--- src/rtl/lfsr_pkg.sv ---
// Shared definitions for the LFSR run controller and its shift-register core.
// Holds the controller state encoding and the default LFSR geometry.
package lfsr_pkg;

    // Controller states, two-bit encoding.
    typedef enum logic [1:0] {
        ST_IDLE = 2'd0,
        ST_LOAD = 2'd1,
        ST_RUN  = 2'd2,
        ST_DONE = 2'd3
    } state_t;

    // Default LFSR width.
    localparam int DEF_WIDTH = 6;

    // Default feedback taps: x^6 + x^5 + 1, maximal period 63.
    localparam logic [DEF_WIDTH-1:0] DEF_TAPS = 6'b110000;

    // Step count at which a run that never reaches its target gives up
    // (every non-zero state visited once: 2^WIDTH - 2 advances).
    localparam int DEF_MAX_STEPS = 62;

endpackage

--- src/rtl/lfsr_core.sv ---
// WIDTH-bit Fibonacci LFSR with parallel load.
// The new bit enters at q[0]; it is the XOR of every q bit selected by TAPS.
// load wins over cen when both are high.
module lfsr_core
    import lfsr_pkg::*;
#(
    parameter int               WIDTH = DEF_WIDTH,
    parameter logic [WIDTH-1:0] TAPS  = DEF_TAPS
) (
    input  logic             clk,
    input  logic             reset,
    input  logic             load,
    input  logic             cen,
    input  logic [WIDTH-1:0] d,
    output logic [WIDTH-1:0] q
);

    logic [WIDTH-1:0] q_reg;
    logic [WIDTH-1:0] q_next;
    logic [WIDTH-1:0] tap_bits;
    logic [WIDTH-1:0] shift_val;

    // Mask each state bit with its tap so the feedback is one reduction XOR.
    generate
        for (genvar gi = 0; gi < WIDTH; gi++) begin : g_tap
            assign tap_bits[gi] = q_reg[gi] & TAPS[gi];
        end
    endgenerate

    // Shift towards the MSB; the feedback bit lands in bit 0.
    assign shift_val[0] = ^tap_bits;
    generate
        for (genvar gi = 1; gi < WIDTH; gi++) begin : g_shift
            assign shift_val[gi] = q_reg[gi-1];
        end
    endgenerate

    // Next-state select: load has priority, otherwise step when enabled.
    always_comb begin
        q_next = q_reg;
        if (load) begin
            q_next = d;
        end else if (cen) begin
            q_next = shift_val;
        end
    end

    // State register, cleared by the asynchronous active-low reset.
    always_ff @(posedge clk or negedge reset) begin
        if (!reset) begin
            q_reg <= '0;
        end else begin
            q_reg <= q_next;
        end
    end

    assign q = q_reg;

endmodule

--- src/rtl/lfsr_seq_ctrl.sv ---
// Run controller for the LFSR counter.
// A start in IDLE latches seed and target, loads the LFSR for one cycle and
// then steps it until the state matches the target or the step budget runs
// out. The result (hit, steps) is held until the next accepted start.
// load, cen, busy and done are decoded from the registered state plus the
// live hold/abort inputs; err is registered so start/seed never reach an
// output combinationally.
module lfsr_seq_ctrl
    import lfsr_pkg::*;
#(
    parameter int               WIDTH     = DEF_WIDTH,
    parameter logic [WIDTH-1:0] TAPS      = DEF_TAPS,
    parameter int               MAX_STEPS = DEF_MAX_STEPS
) (
    input  logic             clk,
    input  logic             reset,
    input  logic             start,
    input  logic             abort,
    input  logic             hold,
    input  logic [WIDTH-1:0] seed,
    input  logic [WIDTH-1:0] count_to,
    output logic             busy,
    output logic             done,
    output logic             hit,
    output logic             err,
    output logic [WIDTH-1:0] steps,
    output logic [WIDTH-1:0] q,
    output logic             load,
    output logic             cen
);

    localparam logic [WIDTH-1:0] STEP_LIMIT = WIDTH'(MAX_STEPS);
    localparam logic [WIDTH-1:0] STEP_ONE   = WIDTH'(1);

    state_t           state_reg;
    state_t           state_next;
    logic [WIDTH-1:0] seed_reg;
    logic [WIDTH-1:0] seed_next;
    logic [WIDTH-1:0] target_reg;
    logic [WIDTH-1:0] target_next;
    logic [WIDTH-1:0] steps_reg;
    logic [WIDTH-1:0] steps_next;
    logic             hit_reg;
    logic             hit_next;
    logic             err_reg;
    logic             err_next;

    logic             load_dec;
    logic             cen_dec;
    logic [WIDTH-1:0] lfsr_q;
    logic [WIDTH-1:0] match_bits;
    logic             at_target;
    logic             at_limit;
    logic             seed_is_zero;

    // The shift register itself; the controller only drives load/cen.
    lfsr_core #(
        .WIDTH (WIDTH),
        .TAPS  (TAPS)
    ) u_core (
        .clk   (clk),
        .reset (reset),
        .load  (load_dec),
        .cen   (cen_dec),
        .d     (seed_reg),
        .q     (lfsr_q)
    );

    // Per-bit equality of the live LFSR state against the latched target.
    generate
        for (genvar gi = 0; gi < WIDTH; gi++) begin : g_match
            assign match_bits[gi] = ~(lfsr_q[gi] ^ target_reg[gi]);
        end
    endgenerate

    assign at_target    = &match_bits;
    assign at_limit     = (steps_reg == STEP_LIMIT);
    assign seed_is_zero = (seed == '0);

    // Next-state, latch updates and strobe decode for the run sequencer.
    always_comb begin
        state_next  = state_reg;
        seed_next   = seed_reg;
        target_next = target_reg;
        steps_next  = steps_reg;
        hit_next    = hit_reg;
        err_next    = 1'b0;
        load_dec    = 1'b0;
        cen_dec     = 1'b0;

        case (state_reg)
            ST_IDLE: begin
                if (start) begin
                    if (seed_is_zero) begin
                        // An all-zero seed would lock the LFSR; refuse it
                        // and leave the previous result visible.
                        err_next = 1'b1;
                    end else begin
                        seed_next   = seed;
                        target_next = count_to;
                        hit_next    = 1'b0;
                        steps_next  = '0;
                        state_next  = ST_LOAD;
                    end
                end
            end

            ST_LOAD: begin
                if (abort) begin
                    state_next = ST_IDLE;
                end else begin
                    load_dec   = 1'b1;
                    state_next = ST_RUN;
                end
            end

            ST_RUN: begin
                if (abort) begin
                    hit_next   = 1'b0;
                    state_next = ST_IDLE;
                end else if (at_target) begin
                    hit_next   = 1'b1;
                    state_next = ST_DONE;
                end else if (at_limit) begin
                    hit_next   = 1'b0;
                    state_next = ST_DONE;
                end else if (!hold) begin
                    cen_dec    = 1'b1;
                    steps_next = steps_reg + STEP_ONE;
                end
            end

            ST_DONE: begin
                state_next = ST_IDLE;
            end

            default: begin
                state_next = ST_IDLE;
            end
        endcase
    end

    // Controller registers, cleared by the asynchronous active-low reset.
    always_ff @(posedge clk or negedge reset) begin
        if (!reset) begin
            state_reg  <= ST_IDLE;
            seed_reg   <= '0;
            target_reg <= '0;
            steps_reg  <= '0;
            hit_reg    <= 1'b0;
            err_reg    <= 1'b0;
        end else begin
            state_reg  <= state_next;
            seed_reg   <= seed_next;
            target_reg <= target_next;
            steps_reg  <= steps_next;
            hit_reg    <= hit_next;
            err_reg    <= err_next;
        end
    end

    assign busy  = (state_reg != ST_IDLE);
    assign done  = (state_reg == ST_DONE);
    assign load  = load_dec;
    assign cen   = cen_dec;
    assign hit   = hit_reg;
    assign err   = err_reg;
    assign steps = steps_reg;
    assign q     = lfsr_q;

endmodule

--- config.mk ---
export PLATFORM = sky130hd
export DESIGN_NAME = lfsr_seq_ctrl
export DESIGN_NICKNAME = d
export VERILOG_FILES = /design/src/rtl/lfsr_pkg.sv /design/src/rtl/lfsr_core.sv /design/src/rtl/lfsr_seq_ctrl.sv
export SDC_FILE = /design/constraint.sdc
export NUM_CORES = 1
export LEC_CHECK = 0
export BUFFER_PORTS_ARGS = -buffer_cell sky130_fd_sc_hd__buf_2
export CELL_PAD_IN_SITES_DETAIL_PLACEMENT = 0
export CELL_PAD_IN_SITES_GLOBAL_PLACEMENT = 1
export CORE_MARGIN = 3
export CORE_UTILIZATION = 35
export CTS_BUF_LIST = sky130_fd_sc_hd__clkbuf_16
export DETAILED_ROUTE_END_ITERATION = 12
export GPL_TIMING_DRIVEN = 0
export PLACE_DENSITY_LB_ADDON = 0.1
export REMOVE_ABC_BUFFERS = 1
export SETUP_SLACK_MARGIN = 0.5
export SLEW_MARGIN = 25
export SYNTH_ARGS = -nofsm -noshare
export SYNTH_HDL_FRONTEND = slang
export SYNTH_SLANG_ARGS = --single-unit
--- constraint.sdc ---
create_clock -name clk -period 1.5 [get_ports clk]
set_input_delay 0.15 -clock clk [delete_from_list [all_inputs] [get_ports clk]]
set_output_delay 0.15 -clock clk [all_outputs]
set_load 0.02 [all_outputs]
After elaboration in Yosys (flattened, before gate mapping):

Index checks and enable logic that the tools add are counted.

* bits in registers: 28
* input bits: 17
* output and inout port bits: 18
* word-level logic and storage cells: 75

* add/sub/neg operators: 1
* eq/ne operators: 11
* multiplexer cells: 32
* bitwise gates (word level): 13
* reductions and logical operators: 11

Operators by type and width (count)
* 6-bit two-way mux: 8
* 1-bit two-way mux: 15
* 2-bit two-way mux: 6
* 2-bit inequality test (second input constant): 6
* 6-bit case mux with 2 select lines: 1
* 2-bit case mux with 4 select lines: 1
* 1-bit inverter: 7
* 7-bit AND reduction: 1
* 6-bit by 1-bit adder with 6-bit output (second input constant): 1
* 6-bit == test (second input constant): 1
* 6-bit logical NOT: 1
* 3-bit AND reduction: 2
* 6-bit AND reduction: 1
* 2-bit nonzero test: 3
* 6-bit parity: 1
* 1-bit XOR: 6
* 2-bit == test (second input constant): 2
* 4-bit inequality test (second input constant): 1
* 4-bit AND reduction: 1
* 2-bit by 1-bit == test with 1-bit output (second input constant): 1
* 2-bit logical NOT: 1
* 1-bit case mux with 2 select lines: 1

Depth between registers and ports, before layout:

Gate-level depths: netlist of run 1.

* word-level depth: 8
* mapped depth: 8
* gate-level depth less buffers: 8

By module:

From an unflattened synthesis of run 1, not the netlist that was laid out.

* cell total of the unflattened synthesis: 146
* area, all modules: 1421.4 um^2

By module, submodules not included
* lfsr_seq_ctrl: instances 1, cells an instance 118, area each 1122.3 um^2, seq. area each 550.5 um^2
* lfsr_core: instances 1, cells an instance 28, area each 299.0 um^2, seq. area each 150.1 um^2

Least setup slack after synthesis of run 1:

Ideal clock, no wire load.

* path type: reg2reg
* from: register steps_reg[0] (netlist: steps[0])
* to: register steps_reg[4] (netlist: steps[4])
* library setup time: 0.120 ns
* data arrival time: 1.492 ns
* data required time: 1.380 ns
* path slack: -0.112 ns
* cell stages (with the launch flop): 8
* path buffers: 1
* path through: dfrtp_1 -> inv_1 -> ha_1 -> nand3_1 -> o21ai_1 -> o21bai_4 -> buf_4 -> a31o_2

* longest elaborated chain between the ends: 6

RTL lines
* start, declared: line lfsr_seq_ctrl.sv:41 `logic [WIDTH-1:0] steps_reg;`
* start signal, assigned: line lfsr_seq_ctrl.sv:156 `steps_reg <= steps_next;`
* 6-bit by 1-bit adder with 6-bit output: line lfsr_seq_ctrl.sv:129 `steps_next = steps_reg + STEP_ONE;`
* 6-bit two-way mux: line lfsr_seq_ctrl.sv:127 `end else if (!hold) begin`
* 6-bit two-way mux: line lfsr_seq_ctrl.sv:124 `end else if (at_limit) begin`
* 6-bit two-way mux: line lfsr_seq_ctrl.sv:121 `end else if (at_target) begin`
* 6-bit two-way mux: line lfsr_seq_ctrl.sv:118 `if (abort) begin`
* 6-bit case mux with 2 select lines: line lfsr_seq_ctrl.sv:91 `case (state_reg)`

Parallel ways exist; a longest one is shown, timed or not. The select of a mux whose other input is x is not followed.
A chain may end at the register's enable or synchronous reset.

Worst setup path in the final report of run 1:

* from: register u_core.q_reg[5] (netlist: u_core.q[5])
* to: output port cen

* longest elaborated chain between the ends: 6

RTL lines
* start, declared: line lfsr_core.sv:18 `logic [WIDTH-1:0] q_reg;`
* start signal, assigned: line lfsr_core.sv:53 `q_reg <= q_next;`
* 1-bit XOR: line lfsr_seq_ctrl.sv:72 `assign match_bits[gi] = ~(lfsr_q[gi] ^ target_reg[gi]);`
* 1-bit inverter: line lfsr_seq_ctrl.sv:72
* 6-bit AND reduction: line lfsr_seq_ctrl.sv:76 `assign at_target = &match_bits;`
* 1-bit two-way mux: line lfsr_seq_ctrl.sv:121
* 1-bit two-way mux: line lfsr_seq_ctrl.sv:118
* 1-bit two-way mux: line lfsr_seq_ctrl.sv:91
* end, declared: line lfsr_seq_ctrl.sv:29 `output logic cen`

No other way between the ends.

==> results of run 1 <==
[metal layers]
metal  routed length, um  up-vias  share of wire (%)  GRT usage, %
met5                   0        -                  0             0
met4                  17        0               0.39          3.23
met3                 180        4                4.2          4.21
met2                2110       36                 49          26.5
met1                2000      682                 46          26.5
li1                    -      672                  -             -
[worst min-delay path, cell delays in order]
cell and delay (ns):
buf_2 0.08, nand2_1 0.04, nand2_1 0.04
[what timing repair did]
action	in CTS	in global routing
gates resized for setup	79	32
hold endpoints to repair	28	0
hold buffers	1	0
pin swaps	20	15
buffers inserted	29	13
setup endpoints to repair	43	49
cloned	0	2
[kinds of logic (layout without fill, tap and decap cells)]
logic type / Yosys count / after routing
AND/OR/NAND/NOR: 81 / 83
flip-flops: 28 / 28
AO/OA/AOI/OAI: 23 / 23
buffers and inverters: 11 / 87
XOR/XNOR: 7 / 7
adder cells (fa/ha/maj): 2 / 2
[worst paths after layout]
path | from | to | slack, ns | cells after the start
worst min-delay path | count_to[1] | target_reg[1] | 0.07 | 3
worst min register to register | hit | hit | 0.50 | 1
min in group asynchronous | reset | steps[5] | 0.38 | 2
max in group asynchronous | reset | u_core.q[4] | 0.81 | 2
worst max register to register | state_reg[0] | steps[5] | -0.12 | 6
worst max-delay path | u_core.q[5] | cen | -0.13 | 5
[through the flow]
stage                     utilization (%)  instances  setup TNS, ns  setup WS, ns
after floorplan                         -        147          -1.28        -0.145
after global placement               42.4        229          -5.81        -0.329
after detailed placement             42.4        229          -6.23        -0.365
after CTS                            58.5        263          -1.16        -0.155
after global routing                 65.0        278          -2.16        -0.190
final                                65.0        278          -1.03        -0.133
[power groups by stage]
| stage | clock network (W) | registers [W] | logic [W] |
|---|---|---|---|
| after CTS | 0.000622 | 0.00110 | 0.00138 |
| after global placement | 0 | 0.00113 | 0.000706 |
| after detailed placement | 0 | 0.00114 | 0.000711 |
| after global routing | 0.000670 | 0.00114 | 0.00173 |
| final | 0.000611 | 0.00112 | 0.00162 |
| after floorplan | 0 | 0.00120 | 0.000398 |
[final cells by class]
class,count,area share [%]
Inverter,6,1.24
Tap cell,48,2.49
Clock buffer,3,3.11
Timing Repair Buffer,77,27.9
Clock inverter,1,0.155
Sequential cell,28,29.4
Multi-Input combinational cell,115,35.7
[layout by cell type (no fill, tap or decap), types with 2 or more instances in the layout]
master | netlist | final
buf_6 | 0 | 29
buf_2 | 3 | 19
nand2b_4 | 0 | 2
dfrtp_2 | 0 | 7
a21oi_2 | 0 | 2
nand3_1 | 15 | 11
a31oi_1 | 2 | 2
nand2_2 | 1 | 12
nor2_1 | 7 | 4
o21ai_1 | 1 | 2
buf_12 | 0 | 2
dfrtp_1 | 28 | 21
nand2_8 | 0 | 2
xnor2_1 | 6 | 5
and2_4 | 0 | 2
buf_4 | 1 | 24
nand2_1 | 46 | 34
inv_1 | 5 | 2
clkbuf_16 | 0 | 3
inv_2 | 1 | 2
nand3_2 | 0 | 3
a22oi_2 | 0 | 5
nor2_4 | 0 | 3
==> flow_summary_export.csv, run 1 <==
group,metric,value,unit
power_and_ir_drop,p_seq_share,33.4,%
route,avgRoutedWirePerCell,15.5,um
final_layout,layout-drive-gt1-share,58.3,%
die,rows,22,
power_and_ir_drop,power_density,1390,mW/mm2
status,status,"finished, violations left",
place,hpwl,2220,um
final_layout,antenna_cells,0,
power_and_ir_drop,power,0.00335,W
sta,slew_headroom,69.8,%
critical_path,cpLargestDelayFamily,"flip-flops",
synthesis,synth.most_common_cell,"nand2_1",
synthesis,synthCells,152,
power_and_ir_drop,p_leak,1.16,nW
route,vias,1394,
sta,fin_worst_skew,0.00430,ns
global_routing,gr-usage-all-layers,17.8,%
final_layout,finalInstanceArea,0.00241,mm2
global_routing,grt_max_degree,29,
clock_tree,clock_sinks,28,
sta,worstMarginPinSlew,0.449,ns
sta,maxSlewViolCount,0,
route,drt_first_pass_iters,4,
critical_path,startpoint_type,"flop",
sta,setup_violations,20,
critical_path,cp_cell_sequence,"xnor2_1 > nand2_1 > o21bai_4 > inv_4 > buf_6",
die,fp.dieH,68.6,um
global_routing,overflow,0,
clock_tree,root_buffer,"clkbuf_16",
sta,holdWs,0.0727,ns
critical_path,critPathMaxStageDelay,0.45,ns
status,violations,"negative setup slack",
sta,hold_violations,0,
power_and_ir_drop,ir_drop,0.720,mV
power_and_ir_drop,sw_frac_of_total,34.7,%
die,die-area,0.00470,mm2
critical_path,crit_slowest_cell,"dfrtp_1",
critical_path,cp.arrival,1.48,ns
synthesis,synth_top_family_by_area,"simple AND/OR/NAND/NOR gates",
global_routing,grt_pass1_vias,1214,
critical_path,end_kind,"output port",
clock_tree,path_clk_slew,0.07,ns
sta,finalCritPeriodShare,109,%
synthesis,synth-xor-area-share,4.47,%
sta,rsz0062_at_grt,"yes",
final_layout,multi_input_area,862,um2
global_routing,grt_pass1_wl,6140,um
synthesis,synthMuxAreaShare,0,%
clock_tree,tritoncts,"yes",
sta,period_minus_slack,1.63,ns
route,drt_wl_total,4310,um
place,dpl_cell_area,0.00157,mm2
synthesis,synth_top_area_share,51.1,%
sta,fin_ws,-0.133,ns
final_layout,layout.nets,250,
critical_path,path_max_fanout,4,
synthesis,ys.flop_type,"dfrtp_1",
synthesis,post_synth.cell_area_avg,9.01,um2
die,core_area,0.00372,mm2
min_path,hold_path_class,"input pin to flop",
route,drtIter0Drc,116,
power_and_ir_drop,p_switching,0.00116,W
power_and_ir_drop,p_clk_share,18.2,%
synthesis,synth_compound_area_share,12.3,%
synthesis,yosysTopAreaCell,"dfrtp_1",
clock_tree,cts_made_buffers,3,
final_layout,regArea,709,um2
synthesis,ys_ff_latch,28,
die,die_w,68.6,um
clock_tree,htreeDepth,1,
die,boundaryPins,35,
synthesis,yosys-top-cells-area,"dfrtp_1 (51%), nand2_1 (13%), nand3_1 (5.5%), xnor2_1 (3.8%), a22oi_1 (3.3%)",
synthesis,yosys_warnings,0,
clock_tree,clk_latency,0.26,ns
clock_tree,cts_buffer_depth,2,
synthesis,synth_edf_count,0,
run,cap_violations,0,
global_routing,antenna_found_initial,0,
critical_path,cp_data_required_time,1.35,ns
place,port_buffers,34,
die,initial_core_util,36.9,%
sta,max_freq,0.612,GHz
synthesis,synth.distinct_cells,35,
final_layout,syn_to_final_growth,76.3,%
synthesis,synth-seq-area-share,51.1,%
synthesis,synth-async-reset-ratio,100,%
route,viasPerCell,5.01,
place,gp_congestion,0.759,
route,drc,0,
power_and_ir_drop,cell_internal_pwr,0.00219,W
synthesis,synthAdderAreaFrac,1.83,%
power_and_ir_drop,power_frac_comb,48.4,%
final_layout,n_fill_cell,293,
synthesis,netlist_area,0.00137,mm2
critical_path,path_buf_inv,2,
synthesis,synth_simple_gate_area_share,26.7,%
route,drt.antenna.violating_nets,0,
critical_path,critPathKind,"flop to output port",
synthesis,synthTopCellsByCount,"nand2_1 (46), dfrtp_1 (28), nand3_1 (15), nor2_1 (7)",
Note: power is estimated with default switching activity, not from simulation.
==> inputs of run 2 (changes only) <==
--- a/config.mk
+++ b/config.mk
@@ -5,17 +5,19 @@
 export SDC_FILE = /design/constraint.sdc
 export NUM_CORES = 1
 export LEC_CHECK = 0
+export ABC_AREA = 1
 export BUFFER_PORTS_ARGS = -buffer_cell sky130_fd_sc_hd__buf_2
 export CELL_PAD_IN_SITES_DETAIL_PLACEMENT = 0
 export CELL_PAD_IN_SITES_GLOBAL_PLACEMENT = 1
 export CORE_MARGIN = 3
-export CORE_UTILIZATION = 35
+export CORE_UTILIZATION = 34
 export CTS_BUF_LIST = sky130_fd_sc_hd__clkbuf_16
 export DETAILED_ROUTE_END_ITERATION = 12
 export GPL_TIMING_DRIVEN = 0
 export PLACE_DENSITY_LB_ADDON = 0.1
 export REMOVE_ABC_BUFFERS = 1
 export SETUP_SLACK_MARGIN = 0.5
+export SKIP_CTS_REPAIR_TIMING = 1
 export SLEW_MARGIN = 25
 export SYNTH_ARGS = -nofsm -noshare
 export SYNTH_HDL_FRONTEND = slang
==> run 2 against run 1 <==
The run ends with negative hold slack, negative setup slack left. Fmax increased by 1.9%. Core utilization decreased by 6.2 points. Final cell count increased by 20%. Register-to-register slack improved by 0.09 ns. Critical path depth increased by 2. Non-clock buffer count decreased by 11. Clock power increased by 31%. Setup slack improved by 0.030 ns. Routed wire length increased by 1.9%. Cell area increased by 2.3%. Flip-flop and latch count unchanged. Critical endpoint unchanged. Largest cell class unchanged.
==> flow_summary_export.csv, run 2 <==
group,metric,value,unit
status,status,"finished, violations left",
status,violations,"negative hold slack, negative setup slack",
die,fp.dieH,73.5,um
power_and_ir_drop,cell_internal_pwr,0.00270,W
route,drt_wl_total,4390,um
route,drtIter0Drc,80,
die,initial_core_util,36.9,%
final_layout,layout-drive-gt1-share,45.6,%
final_layout,antenna_cells,0,
die,core_area,0.00420,mm2
sta,fin_ws,-0.103,ns
sta,worstMarginPinSlew,0.670,ns
synthesis,ys_ff_latch,28,
route,routed-wl-met3,173,um
synthesis,post_synth.cell_area_avg,7.28,um2
synthesis,netlist_area,0.00155,mm2
critical_path,startpoint_type,"flop",
critical_path,cp_cell_sequence,"ha_2 > nand3_2 > nor2_4 > nor2_4 > nand3_4 > inv_2 > buf_6",
power_and_ir_drop,power_frac_comb,54.5,%
critical_path,critPathKind,"flop to output port",
sta,period_minus_slack,1.60,ns
place,port_buffers,34,
critical_path,cp_common_cell,"nor2_4",
global_routing,antenna_found_initial,0,
critical_path,path_max_fanout,5,
die,die_w,73.5,um
sta,maxSlewViolCount,0,
synthesis,synth_top_area_share,45.2,%
min_path,hold_path_class,"input pin to asynchronous set/reset pin",
power_and_ir_drop,power_density,1850,mW/mm2
sta,fin_worst_skew,0.00845,ns
synthesis,ys.flop_type,"dfrtp_1",
die,rows,23,
sta,max_freq,0.624,GHz
synthesis,synth-async-reset-ratio,100,%
clock_tree,clk_latency,0.27,ns
critical_path,cp_data_required_time,1.35,ns
route,wl_met2,2230,um
power_and_ir_drop,p_clk_share,17.5,%
critical_path,reg2reg_depth,8,
final_layout,final_common_cell,"nand2_1",
die,die-area,0.00541,mm2
place,hpwl,2600,um
global_routing,grt_pass1_vias,1364,
synthesis,yosysTopAreaCell,"dfrtp_1",
clock_tree,tritoncts,"yes",
clock_tree,clock_sinks,28,
route,drt.antenna.violating_nets,0,
route,routed.top_layer,"met4",
critical_path,reg2reg_to,"steps[2]",
synthesis,synth_edf_count,0,
final_layout,layout.cells.non_filler,333,
synthesis,synth-seq-area-share,45.2,%
critical_path,crit_slowest_cell,"dfrtp_1",
synthesis,synthTopCellsByCount,"nand2_1 (70), dfrtp_1 (28), inv_1 (24), nor2_1 (22), nand3_1 (17)",
synthesis,synth.most_common_cell,"nand2_1",
die,boundaryPins,35,
place,dp.cells,294,
power_and_ir_drop,sw_frac_of_total,40.7,%
power_and_ir_drop,p_seq_share,28.0,%
synthesis,yosys_warnings,0,
power_and_ir_drop,ir_drop,0.847,mV
sta,tns,-0.269,ns
power_and_ir_drop,power,0.00456,W
synthesis,synth.distinct_cells,24,
route,avgRoutedWirePerCell,13.2,um
route,drc,0,
power_and_ir_drop,p_switching,0.00186,W
global_routing,gr-usage-all-layers,14.6,%
critical_path,r2r-start,"state_reg[0]",
synthesis,yosys-top-cells-area,"dfrtp_1 (45%), nand2_1 (17%), inv_1 (5.8%), nand3_1 (5.5%), nor2_1 (5.3%)",
global_routing,grt_pass1_wl,6220,um
critical_path,cp.arrival,1.45,ns
final_layout,syn_to_final_growth,59.3,%
clock_tree,htreeDepth,1,
route,drt_first_pass_iters,4,
critical_path,startpoint,"steps[1]",
sta,hold_violations,28,
sta,holdWs,-0.0896,ns
final_layout,final_cell_mix,"nand2_1 (61), buf_2 (23), inv_1 (22), dfrtp_1 (22), buf_4 (22)",
route,met1_length,1850,um
sta,rsz0062_at_grt,"yes",
critical_path,end_kind,"output port",
sta,finalCritPeriodShare,107,%
final_layout,layout.nets,303,
synthesis,synthCells,213,
global_routing,grt_max_degree,29,
sta,slew_headroom,55.3,%
power_and_ir_drop,p_leak,1.27,nW
clock_tree,root_buffer,"clkbuf_16",
critical_path,critPathMaxStageDelay,0.44,ns
critical_path,r2r_setup_slack,-0.03,ns
sta,setup_violations,12,
global_routing,overflow,0,
route,vias,1605,
clock_tree,cts_made_buffers,3,
critical_path,cp-endpoint,"cen",
run,cap_violations,0,
clock_tree,path_clk_slew,0.07,ns
clock_tree,cts_buffer_depth,2,
place,gp_congestion,0.800,
route,viasPerCell,4.82,
run 2: layout make-up:
| class | count | area [um2] |
|---|---|---|
| Clock inverter | 1 | 30.0 |
| Sequential cell | 28 | 708 |
| Clock buffer | 3 | 75.1 |
| Multi-Input combinational cell | 154 | 931 |
| Inverter | 31 | 129 |
| Fill cell | 395 | 1730 |
| Timing Repair Buffer | 66 | 534 |
| Tap cell | 50 | 62.6 |
run 2: power groups by stage:
stage                     sequential, W  clock (W)  combinational [W]
after global placement          0.00126          0            0.00146
after floorplan                 0.00131          0           0.000979
after detailed placement        0.00126          0            0.00145
after global routing            0.00132   0.000852            0.00273
final                           0.00128   0.000798            0.00248
after CTS                       0.00125   0.000818            0.00146
run 2: worst min path at each step:
stage	depth (start not counted)	slack (ns)	to	from
after global routing	1	-0.04	target_reg[2]	reset
final	1	-0.09	target_reg[2]	reset
after floorplan	0	-0.15	err	reset
after CTS	1	-0.06	target_reg[2]	reset
after detailed placement	1	0.23	target_reg[2]	reset
after global placement	1	0.22	target_reg[2]	reset
run 2: stage by stage:
step / cell area [um2] / setup slack [ns] / hold slack [ns] / utilization, %
after floorplan: 1540 / -0.125 / -0.146 / -
after global placement: 1770 / -0.380 / 0.220 / 42.1
after detailed placement: 1770 / -0.391 / 0.226 / 42.1
after CTS: 1870 / -0.393 / -0.0611 / 44.6
after global routing: 2470 / -0.151 / -0.0383 / 58.8
final: 2470 / -0.103 / -0.0896 / 58.8
run 2: worst max-delay path: cells and delay by family, from the launching register on:
family,cells,cell delay [ns]
adders and majority gates,1,0.20
buffers and inverters,2,0.16
DFF,1,0.44
and+or+nand+nor,4,0.37
run 2: cell families (layout without fill, tap and decap cells):
group | Yosys count | after routing | share of synthesized area (%)
AND/OR/NAND/NOR | 127 | 130 | 37.2
buffers and inverters | 34 | 101 | 8.47
flip-flops | 28 | 28 | 45.2
AO/OA/AOI/OAI | 21 | 21 | 6.94
adder cells (fa/ha/maj) | 2 | 2 | 1.61
XOR/XNOR | 1 | 1 | 0.565
run 2: layer usage:
metal / vias to the layer above / GRT usage, %
li1: 808 / -
met2: 33 / 24.8
met5: - / 0
met4: 0 / 3.62
met1: 756 / 18.1
met3: 8 / 4.38
==> inputs of run 3 (changes only) <==
--- a/config.mk
+++ b/config.mk
@@ -6,15 +6,15 @@
 export NUM_CORES = 1
 export LEC_CHECK = 0
 export ABC_AREA = 1
-export BUFFER_PORTS_ARGS = -buffer_cell sky130_fd_sc_hd__buf_2
 export CELL_PAD_IN_SITES_DETAIL_PLACEMENT = 0
 export CELL_PAD_IN_SITES_GLOBAL_PLACEMENT = 1
 export CORE_MARGIN = 3
-export CORE_UTILIZATION = 34
+export CORE_UTILIZATION = 40
 export CTS_BUF_LIST = sky130_fd_sc_hd__clkbuf_16
 export DETAILED_ROUTE_END_ITERATION = 12
+export DONT_BUFFER_PORTS = 1
 export GPL_TIMING_DRIVEN = 0
-export PLACE_DENSITY_LB_ADDON = 0.1
+export PLACE_DENSITY = 0.72
 export REMOVE_ABC_BUFFERS = 1
 export SETUP_SLACK_MARGIN = 0.5
 export SKIP_CTS_REPAIR_TIMING = 1
==> run 3 against run 2 <==
The flow finishes with violations (negative setup slack). Global-route usage up 1.5 points. Fmax shrank 1.4%. Register-to-register slack worse by 0.05 ns. Non-clock buffer count shrank 55. Combinational power fell by 32%. Clock-buffer cell count is the same. Via count fell by 15%. Critical endpoint unchanged. Worst hold slack improved by 0.10 ns. Die area shrank 14%. Sequential power grew 12%. Clock power fell by 25%. Clock skew fell by 0.0055 ns.
==> flow_summary_export.csv, run 3 (synthesis results as in run 2) <==
group,metric,value,unit
power_and_ir_drop,power_frac_comb,45.5,%
global_routing,grt_pass1_wl,5600,um
global_routing,grt_pass1_vias,1211,
critical_path,path_max_fanout,7,
status,violations,"negative setup slack",
final_layout,final_cell_mix,"nand2_1 (64), inv_1 (22), nor2_1 (19)",
route,drt_first_pass_iters,4,
place,dp_slack,-0.465,ns
die,die_w,68.3,um
final_layout,antenna_cells,0,
status,status,"finished, violations left",
global_routing,grt_max_degree,29,
final_layout,syn_to_final_growth,27.7,%
sta,worstMarginPinSlew,0.667,ns
place,gp_congestion,0.794,
die,initial_core_util,44.0,%
power_and_ir_drop,p_clk_share,16.1,%
route,vias,1370,
run,cap_violations,0,
die,boundaryPins,35,
route,avgRoutedWirePerCell,14.3,um
route,drt.antenna.violating_nets,0,
clock_tree,path_clk_slew,0.07,ns
sta,fin_ws,-0.125,ns
global_routing,gr-usage-all-layers,16.2,%
global_routing,overflow,0,
route,drc,0,
sta,finalCritPeriodShare,108,%
final_layout,finalInstanceArea,0.00198,mm2
power_and_ir_drop,sw_frac_of_total,45.0,%
power_and_ir_drop,p_switching,0.00168,W
clock_tree,htreeDepth,1,
place,dpl_cell_area,0.00159,mm2
route,drtIter0Drc,45,
die,core_area,0.00352,mm2
power_and_ir_drop,p_seq_share,38.4,%
critical_path,cp_cell_sequence,"inv_2 > ha_4 > nand3_2 > nor2_4 > nor2_4 > nand3_4 > inv_4",
sta,setup_violations,13,
critical_path,r2r-start,"state_reg[0]",
place,port_buffers,0,
critical_path,reg2reg_to,"u_core.q[5]",
clock_tree,clk_latency,0.26,ns
final_layout,layout-drive-gt1-share,28.4,%
final_layout,n_fill_cell,324,
critical_path,cp_common_cell,"nor2_4",
clock_tree,cts_buffer_depth,2,
critical_path,critPathMaxStageDelay,0.48,ns
critical_path,reg2reg_depth,6,
sta,fin_worst_skew,0.00299,ns
critical_path,crit_slowest_cell,"dfrtp_2",
route,viasPerCell,4.98,
sta,hold_violations,0,
min_path,worstHoldStart,"count_to[1]",
critical_path,cp.arrival,1.47,ns
clock_tree,cts_made_buffers,3,
critical_path,end_kind,"output port",
final_layout,layout.nets,249,
die,fp.dieH,68.3,um
critical_path,startpoint_type,"flop",
clock_tree,tritoncts,"yes",
sta,tns,-0.507,ns
power_and_ir_drop,ir_drop,1.31,mV
min_path,whs_path_depth,2,
route,drt_wl_total,3940,um
clock_tree,root_buffer,"clkbuf_16",
power_and_ir_drop,p_leak,0.965,nW
min_path,hold_end,"target_reg[1]",
sta,slew_headroom,55.4,%
final_layout,multi_input_area,891,um2
global_routing,antenna_found_initial,0,
die,rows,21,
final_layout,final_common_cell,"nand2_1",
power_and_ir_drop,power_density,1880,mW/mm2
critical_path,critPathKind,"flop to output port",
sta,max_freq,0.616,GHz
place,hpwl,2490,um
sta,rsz0062_at_grt,"yes",
critical_path,cp_data_required_time,1.35,ns
sta,maxSlewViolCount,0,
final_layout,regArea,713,um2
clock_tree,clock_sinks,28,
die,die-area,0.00466,mm2
power_and_ir_drop,cell_internal_pwr,0.00205,W
min_path,hold_path_class,"input pin to flop",
sta,period_minus_slack,1.62,ns
critical_path,r2r_setup_slack,-0.08,ns
run 3: changes by cell type in the layout (fill, tap and decap cells not counted), moves of 2 or more:
cell     delta
a21oi_1     +2
buf_6      -15
buf_4      -17
dfrtp_2     +4
nor2_2      -2
nand2_1     +3
inv_2       -3
inv_4       +4
dfrtp_1     -4
nor2_4      -2
nand3_2     -2
nor2_1      +4
a21oi_2     -2
buf_2      -23
run 3: metrics by stage:
stage / power, W / cells / util (%) / hold slack (ns)
5_1_grt: 0.00403 / 275 / 56.2 / 0.0183
3_5_place_dp: 0.00256 / 256 / 45.2 / -0.145
6_report: 0.00372 / 275 / 56.2 / 0.0143
2_1_floorplan: 0.00229 / 210 / - / -0.146
4_1_cts: 0.00318 / 260 / 47.5 / -0.425
3_3_place_gp: 0.00252 / 256 / 45.2 / -0.145
run 3: worst max path at each step:
stage | startpoint | endpoint | cells past startpoint
floorplan | state_reg[0] | u_core.q[0] | 7
global placement | state_reg[0] | u_core.q[0] | 7
detailed placement | state_reg[0] | u_core.q[0] | 7
CTS | state_reg[0] | u_core.q[0] | 7
global route | steps[0] | cen | 7
finish | steps[0] | cen | 7
run 3: final cells by class:
| type | instances | area share (%) |
|---|---|---|
| multi-input combinational | 155 | 45.0 |
| sequential | 28 | 36.0 |
| inverter | 31 | 6.38 |
| timing repair buffer | 11 | 5.69 |
| clock buffer | 3 | 3.79 |
| tap | 46 | 2.91 |
| clock inverter | 1 | 0.190 |
run 3: critical path: cells and delay by family (launching register included):
family,cells,cell delay (ns)
flops,1,0.48
fa+ha+maj,1,0.16
buf+inv,2,0.18
simple gates,4,0.40
run 3: power by group through the flow:
stage / clock network [W] / logic (W) / registers [W]
final: 0.000600 / 0.00169 / 0.00143
after global routing: 0.000646 / 0.00190 / 0.00148
after CTS: 0.000620 / 0.00119 / 0.00137
after detailed placement: 0 / 0.00118 / 0.00138
after global placement: 0 / 0.00115 / 0.00137
after floorplan: 0 / 0.000979 / 0.00131
run 3: routing by layer:
layer / routed length, um / share of wire, % / vias to the layer above / GRT usage (%)
li1: - / - / 709 / -
met2: 1730 / 44 / 30 / 25.3
met3: 249 / 6.3 / 2 / 5.09
met5: 0 / 0 / - / 0
met4: 27 / 0.68 / 0 / 2.98
met1: 1940 / 49 / 629 / 22.1
